### config.mk
export PLATFORM = sky130hd
export DESIGN_NAME = stage_id_pipe_flat
export DESIGN_NICKNAME = d
export VERILOG_FILES = /design/src/rtl/id_pkg.sv /design/src/rtl/stage_id_pipe_if.sv /design/src/rtl/id_ctrl_decode.sv /design/src/rtl/stage_id_pipe.sv /design/src/flat_wrapper.sv
export SDC_FILE = /design/constraint.sdc
export NUM_CORES = 2
export LEC_CHECK = 0
export ABC_AREA = 1
export ABC_CLOCK_PERIOD_IN_PS = 73600
export CAP_MARGIN = 20
export CORE_MARGIN = 5
export CORE_UTILIZATION = 25
export DETAILED_ROUTE_END_ITERATION = 6
export PLACE_DENSITY = 0.48
export SLEW_MARGIN = 10
export SYNTH_ARGS = -nofsm -noshare
export SYNTH_HDL_FRONTEND = slang
export SYNTH_SLANG_ARGS = --single-unit
### constraint.sdc
create_clock -name Clk -period 73.6 [get_ports Clk]
set_input_delay 22.08 -clock Clk [delete_from_list [all_inputs] [get_ports Clk]]
set_output_delay 22.08 -clock Clk [all_outputs]
set_load 0.01 [all_outputs]
### src/rtl/id_pkg.sv
// Decode-stage constants for the 5-stage MIPS pipeline:
// opcodes, funct codes, ALU operations and the control bundle.
package id_pkg;

    localparam logic [5:0] OP_RTYPE = 6'h00;
    localparam logic [5:0] OP_J     = 6'h02;
    localparam logic [5:0] OP_BEQ   = 6'h04;
    localparam logic [5:0] OP_BNE   = 6'h05;
    localparam logic [5:0] OP_ADDI  = 6'h08;
    localparam logic [5:0] OP_SLTI  = 6'h0a;
    localparam logic [5:0] OP_ANDI  = 6'h0c;
    localparam logic [5:0] OP_ORI   = 6'h0d;
    localparam logic [5:0] OP_LW    = 6'h23;
    localparam logic [5:0] OP_SW    = 6'h2b;

    localparam logic [5:0] F_SLL  = 6'h00;
    localparam logic [5:0] F_SRL  = 6'h02;
    localparam logic [5:0] F_SRA  = 6'h03;
    localparam logic [5:0] F_ADD  = 6'h20;
    localparam logic [5:0] F_ADDU = 6'h21;
    localparam logic [5:0] F_SUB  = 6'h22;
    localparam logic [5:0] F_AND  = 6'h24;
    localparam logic [5:0] F_OR   = 6'h25;
    localparam logic [5:0] F_XOR  = 6'h26;
    localparam logic [5:0] F_NOR  = 6'h27;
    localparam logic [5:0] F_SLT  = 6'h2a;

    typedef enum logic [5:0] {
        ALU_NOP = 6'd0,
        ALU_ADD = 6'd1,
        ALU_SUB = 6'd2,
        ALU_AND = 6'd3,
        ALU_OR  = 6'd4,
        ALU_SLT = 6'd5,
        ALU_NOR = 6'd6,
        ALU_XOR = 6'd7,
        ALU_SLL = 6'd8,
        ALU_SRL = 6'd9,
        ALU_SRA = 6'd10,
        ALU_SNE = 6'd11
    } alu_op_e;

    typedef struct packed {
        logic    reg_write;
        logic    mem_to_reg;
        logic    branch;
        logic    mem_read;
        logic    mem_write;
        logic    reg_dst;
        logic    alu_src;
        alu_op_e alu_op;
    } ctrl_t;

    function automatic alu_op_e funct_alu(input logic [5:0] f);
        alu_op_e op;
        case (f)
            F_SLL:  op = ALU_SLL;
            F_SRL:  op = ALU_SRL;
            F_SRA:  op = ALU_SRA;
            F_ADD:  op = ALU_ADD;
            F_ADDU: op = ALU_ADD;
            F_SUB:  op = ALU_SUB;
            F_AND:  op = ALU_AND;
            F_OR:   op = ALU_OR;
            F_XOR:  op = ALU_XOR;
            F_NOR:  op = ALU_NOR;
            F_SLT:  op = ALU_SLT;
            default: op = ALU_NOP;
        endcase
        return op;
    endfunction

endpackage

### src/rtl/stage_id_pipe_if.sv
// Decode-stage bundle: IF/ID inputs, write-back port, flush,
// stall back-pressure and the registered ID/EX outputs.
interface stage_id_pipe_if #(
    parameter int DATA_W     = 32,
    parameter int REG_ADDR_W = 5,
    parameter int ALUOP_W    = 6
);
    logic [31:0]           Instruction;
    logic [DATA_W-1:0]     PCAddResult_in;
    logic                  IFID_Valid;
    logic                  WB_RegWrite;
    logic [REG_ADDR_W-1:0] WB_WriteRegister;
    logic [DATA_W-1:0]     WB_WriteData;
    logic                  Flush;
    logic                  Stall;
    logic                  EX_Valid;
    logic                  EX_RegWrite;
    logic                  EX_MemtoReg;
    logic                  EX_Branch;
    logic                  EX_MemRead;
    logic                  EX_MemWrite;
    logic                  EX_RegDst;
    logic                  EX_ALUSrc;
    logic [ALUOP_W-1:0]    EX_ALUOp;
    logic [DATA_W-1:0]     EX_PCAddResult;
    logic [DATA_W-1:0]     EX_ReadData1;
    logic [DATA_W-1:0]     EX_ReadData2;
    logic [DATA_W-1:0]     EX_SignExtResult;
    logic [REG_ADDR_W-1:0] EX_rs;
    logic [REG_ADDR_W-1:0] EX_rt;
    logic [REG_ADDR_W-1:0] EX_rd;

    modport master (
        output Instruction, PCAddResult_in, IFID_Valid,
        output WB_RegWrite, WB_WriteRegister, WB_WriteData,
        output Flush,
        input  Stall, EX_Valid,
        input  EX_RegWrite, EX_MemtoReg, EX_Branch,
        input  EX_MemRead, EX_MemWrite, EX_RegDst, EX_ALUSrc,
        input  EX_ALUOp, EX_PCAddResult,
        input  EX_ReadData1, EX_ReadData2, EX_SignExtResult,
        input  EX_rs, EX_rt, EX_rd
    );

    modport slave (
        input  Instruction, PCAddResult_in, IFID_Valid,
        input  WB_RegWrite, WB_WriteRegister, WB_WriteData,
        input  Flush,
        output Stall, EX_Valid,
        output EX_RegWrite, EX_MemtoReg, EX_Branch,
        output EX_MemRead, EX_MemWrite, EX_RegDst, EX_ALUSrc,
        output EX_ALUOp, EX_PCAddResult,
        output EX_ReadData1, EX_ReadData2, EX_SignExtResult,
        output EX_rs, EX_rt, EX_rd
    );

endinterface

### src/rtl/id_ctrl_decode.sv
// Combinational main control: opcode/funct to control bundle,
// plus whether the instruction reads rt as a source.
module id_ctrl_decode
    import id_pkg::*;
(
    input  logic [5:0] opcode,
    input  logic [5:0] funct,
    output ctrl_t      ctrl,
    output logic       uses_rt
);

    alu_op_e r_op;

    assign r_op = funct_alu(funct);

    always_comb begin
        ctrl    = '0;
        uses_rt = 1'b0;
        unique case (1'b1)
            opcode == OP_RTYPE: begin
                uses_rt = 1'b1;
                if (r_op != ALU_NOP) begin
                    ctrl.reg_write = 1'b1;
                    ctrl.reg_dst   = 1'b1;
                    ctrl.alu_op    = r_op;
                end
            end
            opcode == OP_LW: begin
                ctrl.reg_write  = 1'b1;
                ctrl.mem_to_reg = 1'b1;
                ctrl.mem_read   = 1'b1;
                ctrl.alu_src    = 1'b1;
                ctrl.alu_op     = ALU_ADD;
            end
            opcode == OP_SW: begin
                uses_rt        = 1'b1;
                ctrl.mem_write = 1'b1;
                ctrl.alu_src   = 1'b1;
                ctrl.alu_op    = ALU_ADD;
            end
            opcode == OP_BEQ: begin
                uses_rt     = 1'b1;
                ctrl.branch = 1'b1;
                ctrl.alu_op = ALU_SUB;
            end
            opcode == OP_BNE: begin
                uses_rt     = 1'b1;
                ctrl.branch = 1'b1;
                ctrl.alu_op = ALU_SNE;
            end
            opcode == OP_ADDI: begin
                ctrl.reg_write = 1'b1;
                ctrl.alu_src   = 1'b1;
                ctrl.alu_op    = ALU_ADD;
            end
            opcode == OP_ANDI: begin
                ctrl.reg_write = 1'b1;
                ctrl.alu_src   = 1'b1;
                ctrl.alu_op    = ALU_AND;
            end
            opcode == OP_ORI: begin
                ctrl.reg_write = 1'b1;
                ctrl.alu_src   = 1'b1;
                ctrl.alu_op    = ALU_OR;
            end
            opcode == OP_SLTI: begin
                ctrl.reg_write = 1'b1;
                ctrl.alu_src   = 1'b1;
                ctrl.alu_op    = ALU_SLT;
            end
            // jump target is resolved in fetch; nothing flows to EX
            opcode == OP_J: begin
                ctrl = '0;
            end
            default: begin
                ctrl = '0;
            end
        endcase
    end

endmodule

### src/rtl/stage_id_pipe.sv
// MIPS decode stage: register file with WB bypass, sign extension,
// control decode, load-use stall and the ID/EX pipeline register.
module stage_id_pipe
    import id_pkg::*;
#(
    parameter int DATA_W     = 32,
    parameter int REG_ADDR_W = 5,
    parameter int ALUOP_W    = 6
) (
    input logic            Clk,
    input logic            Reset,
    stage_id_pipe_if.slave bus
);

    localparam int NUM_REGS = 2 ** REG_ADDR_W;

    logic [5:0]            opcode;
    logic [5:0]            funct;
    logic [REG_ADDR_W-1:0] rs;
    logic [REG_ADDR_W-1:0] rt;
    logic [REG_ADDR_W-1:0] rd;
    logic [DATA_W-1:0]     rdata1;
    logic [DATA_W-1:0]     rdata2;
    logic [DATA_W-1:0]     sext;
    ctrl_t                 ctrl;
    logic                  uses_rt;
    logic                  wb_hit;
    logic                  stall;
    logic                  kill;

    logic [DATA_W-1:0]     regs [NUM_REGS];

    logic                  ex_valid;
    ctrl_t                 ex_ctrl;
    logic [DATA_W-1:0]     ex_pc;
    logic [DATA_W-1:0]     ex_rd1;
    logic [DATA_W-1:0]     ex_rd2;
    logic [DATA_W-1:0]     ex_sext;
    logic [REG_ADDR_W-1:0] ex_rs;
    logic [REG_ADDR_W-1:0] ex_rt;
    logic [REG_ADDR_W-1:0] ex_rd;

    assign opcode = bus.Instruction[31:26];
    assign funct  = bus.Instruction[5:0];
    assign rs     = REG_ADDR_W'(bus.Instruction[25:21]);
    assign rt     = REG_ADDR_W'(bus.Instruction[20:16]);
    assign rd     = REG_ADDR_W'(bus.Instruction[15:11]);
    assign sext   = DATA_W'($signed(bus.Instruction[15:0]));

    id_ctrl_decode u_dec (
        .opcode  (opcode),
        .funct   (funct),
        .ctrl    (ctrl),
        .uses_rt (uses_rt)
    );

    assign wb_hit = bus.WB_RegWrite && (bus.WB_WriteRegister != '0);

    always_ff @(posedge Clk or posedge Reset) begin
        if (Reset) begin
            for (int i = 0; i < NUM_REGS; i++) begin
                regs[i] <= '0;
            end
        end else if (wb_hit) begin
            regs[bus.WB_WriteRegister] <= bus.WB_WriteData;
        end
    end

    // same-cycle WB forwarding avoids a write-then-read hazard
    always_comb begin
        rdata1 = regs[rs];
        if (rs == '0) begin
            rdata1 = '0;
        end else if (wb_hit && (bus.WB_WriteRegister == rs)) begin
            rdata1 = bus.WB_WriteData;
        end
    end

    always_comb begin
        rdata2 = regs[rt];
        if (rt == '0) begin
            rdata2 = '0;
        end else if (wb_hit && (bus.WB_WriteRegister == rt)) begin
            rdata2 = bus.WB_WriteData;
        end
    end

    assign stall = bus.IFID_Valid & ex_valid & ex_ctrl.mem_read
                 & (ex_rt != '0)
                 & ((ex_rt == rs) | (uses_rt & (ex_rt == rt)));

    // flush, stall bubble and empty slot all leave EX with no control
    assign kill = bus.Flush | stall | ~bus.IFID_Valid;

    always_ff @(posedge Clk or posedge Reset) begin
        if (Reset) begin
            ex_valid <= 1'b0;
            ex_ctrl  <= '0;
            ex_pc    <= '0;
            ex_rd1   <= '0;
            ex_rd2   <= '0;
            ex_sext  <= '0;
            ex_rs    <= '0;
            ex_rt    <= '0;
            ex_rd    <= '0;
        end else begin
            ex_valid <= ~kill;
            ex_ctrl  <= kill ? '0 : ctrl;
            ex_pc    <= bus.PCAddResult_in;
            ex_rd1   <= rdata1;
            ex_rd2   <= rdata2;
            ex_sext  <= sext;
            ex_rs    <= rs;
            ex_rt    <= rt;
            ex_rd    <= rd;
        end
    end

    assign bus.Stall            = stall;
    assign bus.EX_Valid         = ex_valid;
    assign bus.EX_RegWrite      = ex_ctrl.reg_write;
    assign bus.EX_MemtoReg      = ex_ctrl.mem_to_reg;
    assign bus.EX_Branch        = ex_ctrl.branch;
    assign bus.EX_MemRead       = ex_ctrl.mem_read;
    assign bus.EX_MemWrite      = ex_ctrl.mem_write;
    assign bus.EX_RegDst        = ex_ctrl.reg_dst;
    assign bus.EX_ALUSrc        = ex_ctrl.alu_src;
    assign bus.EX_ALUOp         = ALUOP_W'(ex_ctrl.alu_op);
    assign bus.EX_PCAddResult   = ex_pc;
    assign bus.EX_ReadData1     = ex_rd1;
    assign bus.EX_ReadData2     = ex_rd2;
    assign bus.EX_SignExtResult = ex_sext;
    assign bus.EX_rs            = ex_rs;
    assign bus.EX_rt            = ex_rt;
    assign bus.EX_rd            = ex_rd;

endmodule

### src/flat_wrapper.sv
// flat-port wrapper written by rule: the top's interface ports become plain ports
module stage_id_pipe_flat import id_pkg::*;
#(
    parameter int DATA_W     = 32,
    parameter int REG_ADDR_W = 5,
    parameter int ALUOP_W    = 6
)
  (Clk, Reset, bus_Instruction, bus_PCAddResult_in, bus_IFID_Valid, bus_WB_RegWrite, bus_WB_WriteRegister, bus_WB_WriteData, bus_Flush, bus_Stall, bus_EX_Valid, bus_EX_RegWrite, bus_EX_MemtoReg, bus_EX_Branch, bus_EX_MemRead, bus_EX_MemWrite, bus_EX_RegDst, bus_EX_ALUSrc, bus_EX_ALUOp, bus_EX_PCAddResult, bus_EX_ReadData1, bus_EX_ReadData2, bus_EX_SignExtResult, bus_EX_rs, bus_EX_rt, bus_EX_rd);
  stage_id_pipe_if #(.DATA_W(DATA_W), .REG_ADDR_W(REG_ADDR_W), .ALUOP_W(ALUOP_W)) bus_i ();
  input logic Clk;
  input logic Reset;
  input wire logic [$bits(bus_i.Instruction)-1:0] bus_Instruction;
  input wire logic [$bits(bus_i.PCAddResult_in)-1:0] bus_PCAddResult_in;
  input wire logic [$bits(bus_i.IFID_Valid)-1:0] bus_IFID_Valid;
  input wire logic [$bits(bus_i.WB_RegWrite)-1:0] bus_WB_RegWrite;
  input wire logic [$bits(bus_i.WB_WriteRegister)-1:0] bus_WB_WriteRegister;
  input wire logic [$bits(bus_i.WB_WriteData)-1:0] bus_WB_WriteData;
  input wire logic [$bits(bus_i.Flush)-1:0] bus_Flush;
  output wire logic [$bits(bus_i.Stall)-1:0] bus_Stall;
  output wire logic [$bits(bus_i.EX_Valid)-1:0] bus_EX_Valid;
  output wire logic [$bits(bus_i.EX_RegWrite)-1:0] bus_EX_RegWrite;
  output wire logic [$bits(bus_i.EX_MemtoReg)-1:0] bus_EX_MemtoReg;
  output wire logic [$bits(bus_i.EX_Branch)-1:0] bus_EX_Branch;
  output wire logic [$bits(bus_i.EX_MemRead)-1:0] bus_EX_MemRead;
  output wire logic [$bits(bus_i.EX_MemWrite)-1:0] bus_EX_MemWrite;
  output wire logic [$bits(bus_i.EX_RegDst)-1:0] bus_EX_RegDst;
  output wire logic [$bits(bus_i.EX_ALUSrc)-1:0] bus_EX_ALUSrc;
  output wire logic [$bits(bus_i.EX_ALUOp)-1:0] bus_EX_ALUOp;
  output wire logic [$bits(bus_i.EX_PCAddResult)-1:0] bus_EX_PCAddResult;
  output wire logic [$bits(bus_i.EX_ReadData1)-1:0] bus_EX_ReadData1;
  output wire logic [$bits(bus_i.EX_ReadData2)-1:0] bus_EX_ReadData2;
  output wire logic [$bits(bus_i.EX_SignExtResult)-1:0] bus_EX_SignExtResult;
  output wire logic [$bits(bus_i.EX_rs)-1:0] bus_EX_rs;
  output wire logic [$bits(bus_i.EX_rt)-1:0] bus_EX_rt;
  output wire logic [$bits(bus_i.EX_rd)-1:0] bus_EX_rd;
  assign bus_i.Instruction = bus_Instruction;
  assign bus_i.PCAddResult_in = bus_PCAddResult_in;
  assign bus_i.IFID_Valid = bus_IFID_Valid;
  assign bus_i.WB_RegWrite = bus_WB_RegWrite;
  assign bus_i.WB_WriteRegister = bus_WB_WriteRegister;
  assign bus_i.WB_WriteData = bus_WB_WriteData;
  assign bus_i.Flush = bus_Flush;
  assign bus_Stall = bus_i.Stall;
  assign bus_EX_Valid = bus_i.EX_Valid;
  assign bus_EX_RegWrite = bus_i.EX_RegWrite;
  assign bus_EX_MemtoReg = bus_i.EX_MemtoReg;
  assign bus_EX_Branch = bus_i.EX_Branch;
  assign bus_EX_MemRead = bus_i.EX_MemRead;
  assign bus_EX_MemWrite = bus_i.EX_MemWrite;
  assign bus_EX_RegDst = bus_i.EX_RegDst;
  assign bus_EX_ALUSrc = bus_i.EX_ALUSrc;
  assign bus_EX_ALUOp = bus_i.EX_ALUOp;
  assign bus_EX_PCAddResult = bus_i.EX_PCAddResult;
  assign bus_EX_ReadData1 = bus_i.EX_ReadData1;
  assign bus_EX_ReadData2 = bus_i.EX_ReadData2;
  assign bus_EX_SignExtResult = bus_i.EX_SignExtResult;
  assign bus_EX_rs = bus_i.EX_rs;
  assign bus_EX_rt = bus_i.EX_rt;
  assign bus_EX_rd = bus_i.EX_rd;
  stage_id_pipe #(.DATA_W(DATA_W), .REG_ADDR_W(REG_ADDR_W), .ALUOP_W(ALUOP_W)) u_core (.Clk(Clk), .Reset(Reset), .bus(bus_i));
endmodule
==> flow_summary.toml <==
[outcome]
status = "complete, no violations"

[critical_path]
r2r_cells = 8
r2r-end = "u_core.bus.EX_ReadData2[17]"
worstPathCellList = "buf_8 -> inv_6 -> nand2_1 -> nand4_1 -> nor3_1 -> nand2_1 -> nand2_1 -> nand2_1 -> inv_1 -> clkdlybuf4s50_1"
start_kind = "input pin"
cp_common_cell = "nand2_1"
crit_fanout = 116
reg2reg_from = "u_core.regs[721]"
end_kind = "output pin"
worst_ep_arrival_time_ns = 24.31
max_stage_delay_ns = 0.53
crit_type = "in -> out"
reg2reg_slack_ns = 71.72
cpMaxStageDelayCell = "clkdlybuf4s50_1"
cp_data_required_time_ns = 51.52

[yosys]
synthAdderAreaFrac_pct = 0
synth-simple-area-share_pct = 22.3
ys_types = 31
synthCells = 8323
synth_mux_area_share_pct = 0
synth_top_family_by_area = "simple AND/OR/NAND/NOR gates"
netlist_area_um2 = 61700
synth-compound-area-share_pct = 20.9
synth_seq_cells = 1157
yosys.area_share.xor_xnor_pct = 0.199
synth.avg_cell_area_um2 = 7.41
ys_seq_area_share_pct = 47.0
yosys_warnings = 0

[global_route]
antenna_found_initial = 13
first_global_vias = 56068
grt_util_all_layers_pct = 20.0
overflow = 0
use_met2_pct = 30.9
grt_first_pass_wirelength_um = 388000
top_usage_layer = "met2"
grt_max_degree = 165
use_met3_pct = 3.54
use_met1_pct = 27.9

[cells_and_area]
drive_above_1_share_pct = 5.65
syn2layout_area_growth_pct = 15.6
nNetsFinal = 8176
nFillCells = 26229
layout_common_cells = "2065 x nand2_1, 1442 x o21ai_0, 1157 x dfrtp_1"
final_cells = 11414
fin_util_pct = 29.0
mostFrequentLayoutCell = "nand2_1"

[timing]
tightest_slew_ns = 1.20
grt_setup_unrepaired = "false"
drv_slew = 0
finalSetupViolCount = 0
min_period_over_period_pct = 63.0
timing.fmax_mhz = 21.6
setup_ws_ns = 27.21
relSlewSlack_pct = 20.2
fin_crit_ns = 46.39
clock_skew_ns = 0.0439
tns_ns = 0
final_hold_viol_count = 0

[clock_tree]
clkSlewWorstSetupHoldPaths_ns = 0.06
insertion_delay_ns = 0.82
cts.sinks = 1157
htree_levels = 4
post_cts_buffers = 0
cts_made_buffers = 148
cts_root_buf = "clkbuf_16"
cts_buffer_depth = 3
cts_tree = "built"
holdBufCountCts = 0
cts.repair.resized = 0

[routing]
drc = 0
vias_per_cell = 5.15
ant_nets = 0
vias = 58782
wirelength_um = 264000
drt_iter0_markers = 6799
wire_per_inst_um = 23.2
drtPass1Iterations = 6

[floorplan]
core.rowCount = 182
io_pins = 264
die_w_um = 507
die_h_um = 507
core_area_um2 = 246000
die_area_um2 = 257000
initial_utilization_pct = 25.1

[power]
p_total_mw = 1.93
powerDensity_nw_per_um2 = 27.0
ir_worst_vdd_mv = 0.0232
p_leak_nw = 32.1

[place]
dp.cells = 11137
portBuffers = 261
hpwl_um = 142000
dp_slack_ns = 27.17
gp_congestion = 0.834

[min_path]
min-delay-start = "u_core.regs[1020]"
hp-class = "reg -> reg"
whs_endpoint = "u_core.regs[1020]"
min_delay_path_depth = 0

[job]
maxCapViolCount = 0
## critical path: cells and delay by family
kind,cells,cell delay [ns]
buf+inv,4,1.45
simple gates,6,0.75
## per-stage QoR
stage,area (um^2),hold WS [ns]
after floorplan,61700,0.437
after global placement,66200,0.374
after detailed placement,66200,0.377
after CTS,71200,0.389
after global routing,71300,0.403
final,71300,0.386
## power breakdown
group          internal [mW]  switching, mW  total, mW  leakage (nW)
logic                  0.125          0.226      0.351          14.9
clock network          0.447          0.312      0.759          2.46
registers              0.749         0.0677      0.817          14.7
total                   1.32          0.606       1.93          32.1
## cell families after synthesis
group | count (synthesis)
AND/OR/NAND/NOR | 3288
AO/OA/AOI/OAI | 2365
buffers and inverters | 1498
flip-flops | 1157
XOR/XNOR | 14
other | 1
## area by class of cell
type	instances	area (um^2)	area share (%)
inverter	725	2760	3.87
timing repair buffer	369	3580	5.02
antenna	6	15.0	0.0211
multi-input combinational	5669	26900	37.8
sequential	1157	29000	40.6
clock buffer	214	4290	6.02
tap	3220	4030	5.65
clock inverter	54	737	1.03
## synth_stat cells
library cell     n  area [um^2]
nor3_1           4         20.0
nand4_1         11         68.8
nand2_1       2077         7800
inv_1          718         2700
nor2_4           4         45.0
clkinv_1         2         7.51
xnor2_1          8         70.1
inv_2            5         18.8
buf_2          193          966
o2111ai_1        1         8.76
xor2_1           6         52.6
conb_1           1         3.75
dfrtp_1       1157        29000
o211ai_1       376         2820
nand3_2          1         10.0
nor3_2           7         70.1
a21oi_1        496         2480
o211a_1         14          140
o21ai_0       1442         7220
nand3_1        868         4340
nand3b_1         1         7.51
nor2_1         245          920
clkbuf_1       480         1800
nor4_4           1         21.3
nor3_4           2         32.5
o21ai_1         34          170
nand2_2         15         93.8
or2_2           52          325
buf_1           73          274
buf_4           27          203
o21bai_1         2         15.0
## worst max-delay path by stage
stage                                   start                endpoint  slack, ns
after global routing      bus_Instruction[16]               bus_Stall      27.00
final                     bus_Instruction[16]               bus_Stall      27.21
after global placement    bus_Instruction[16]               bus_Stall      27.16
after CTS                 bus_Instruction[16]               bus_Stall      27.17
after floorplan                         Reset  u_core.bus.EX_ALUOp[0]      18.93
after detailed placement  bus_Instruction[16]               bus_Stall      27.17
## flip-flops by register name (all words and copies together) (netlist names), 4 cells and up
signal	cells
u_core.bus.EX_PCAddResult	32
u_core.bus.EX_ReadData2	32
u_core.bus.EX_ALUOp	4
u_core.bus.EX_rs	5
u_core.bus.EX_rt	5
u_core.bus.EX_ReadData1	32
u_core.regs	1024
u_core.bus.EX_SignExtResult	15
## metal layers
metal	vias to the layer above	wire length, um
met5	-	27
met4	4	10700
met3	497	21500
met2	2487	114000
met1	28828	118000
li1	26966	-
No activity file was read; power rests on OpenSTA's default activity.
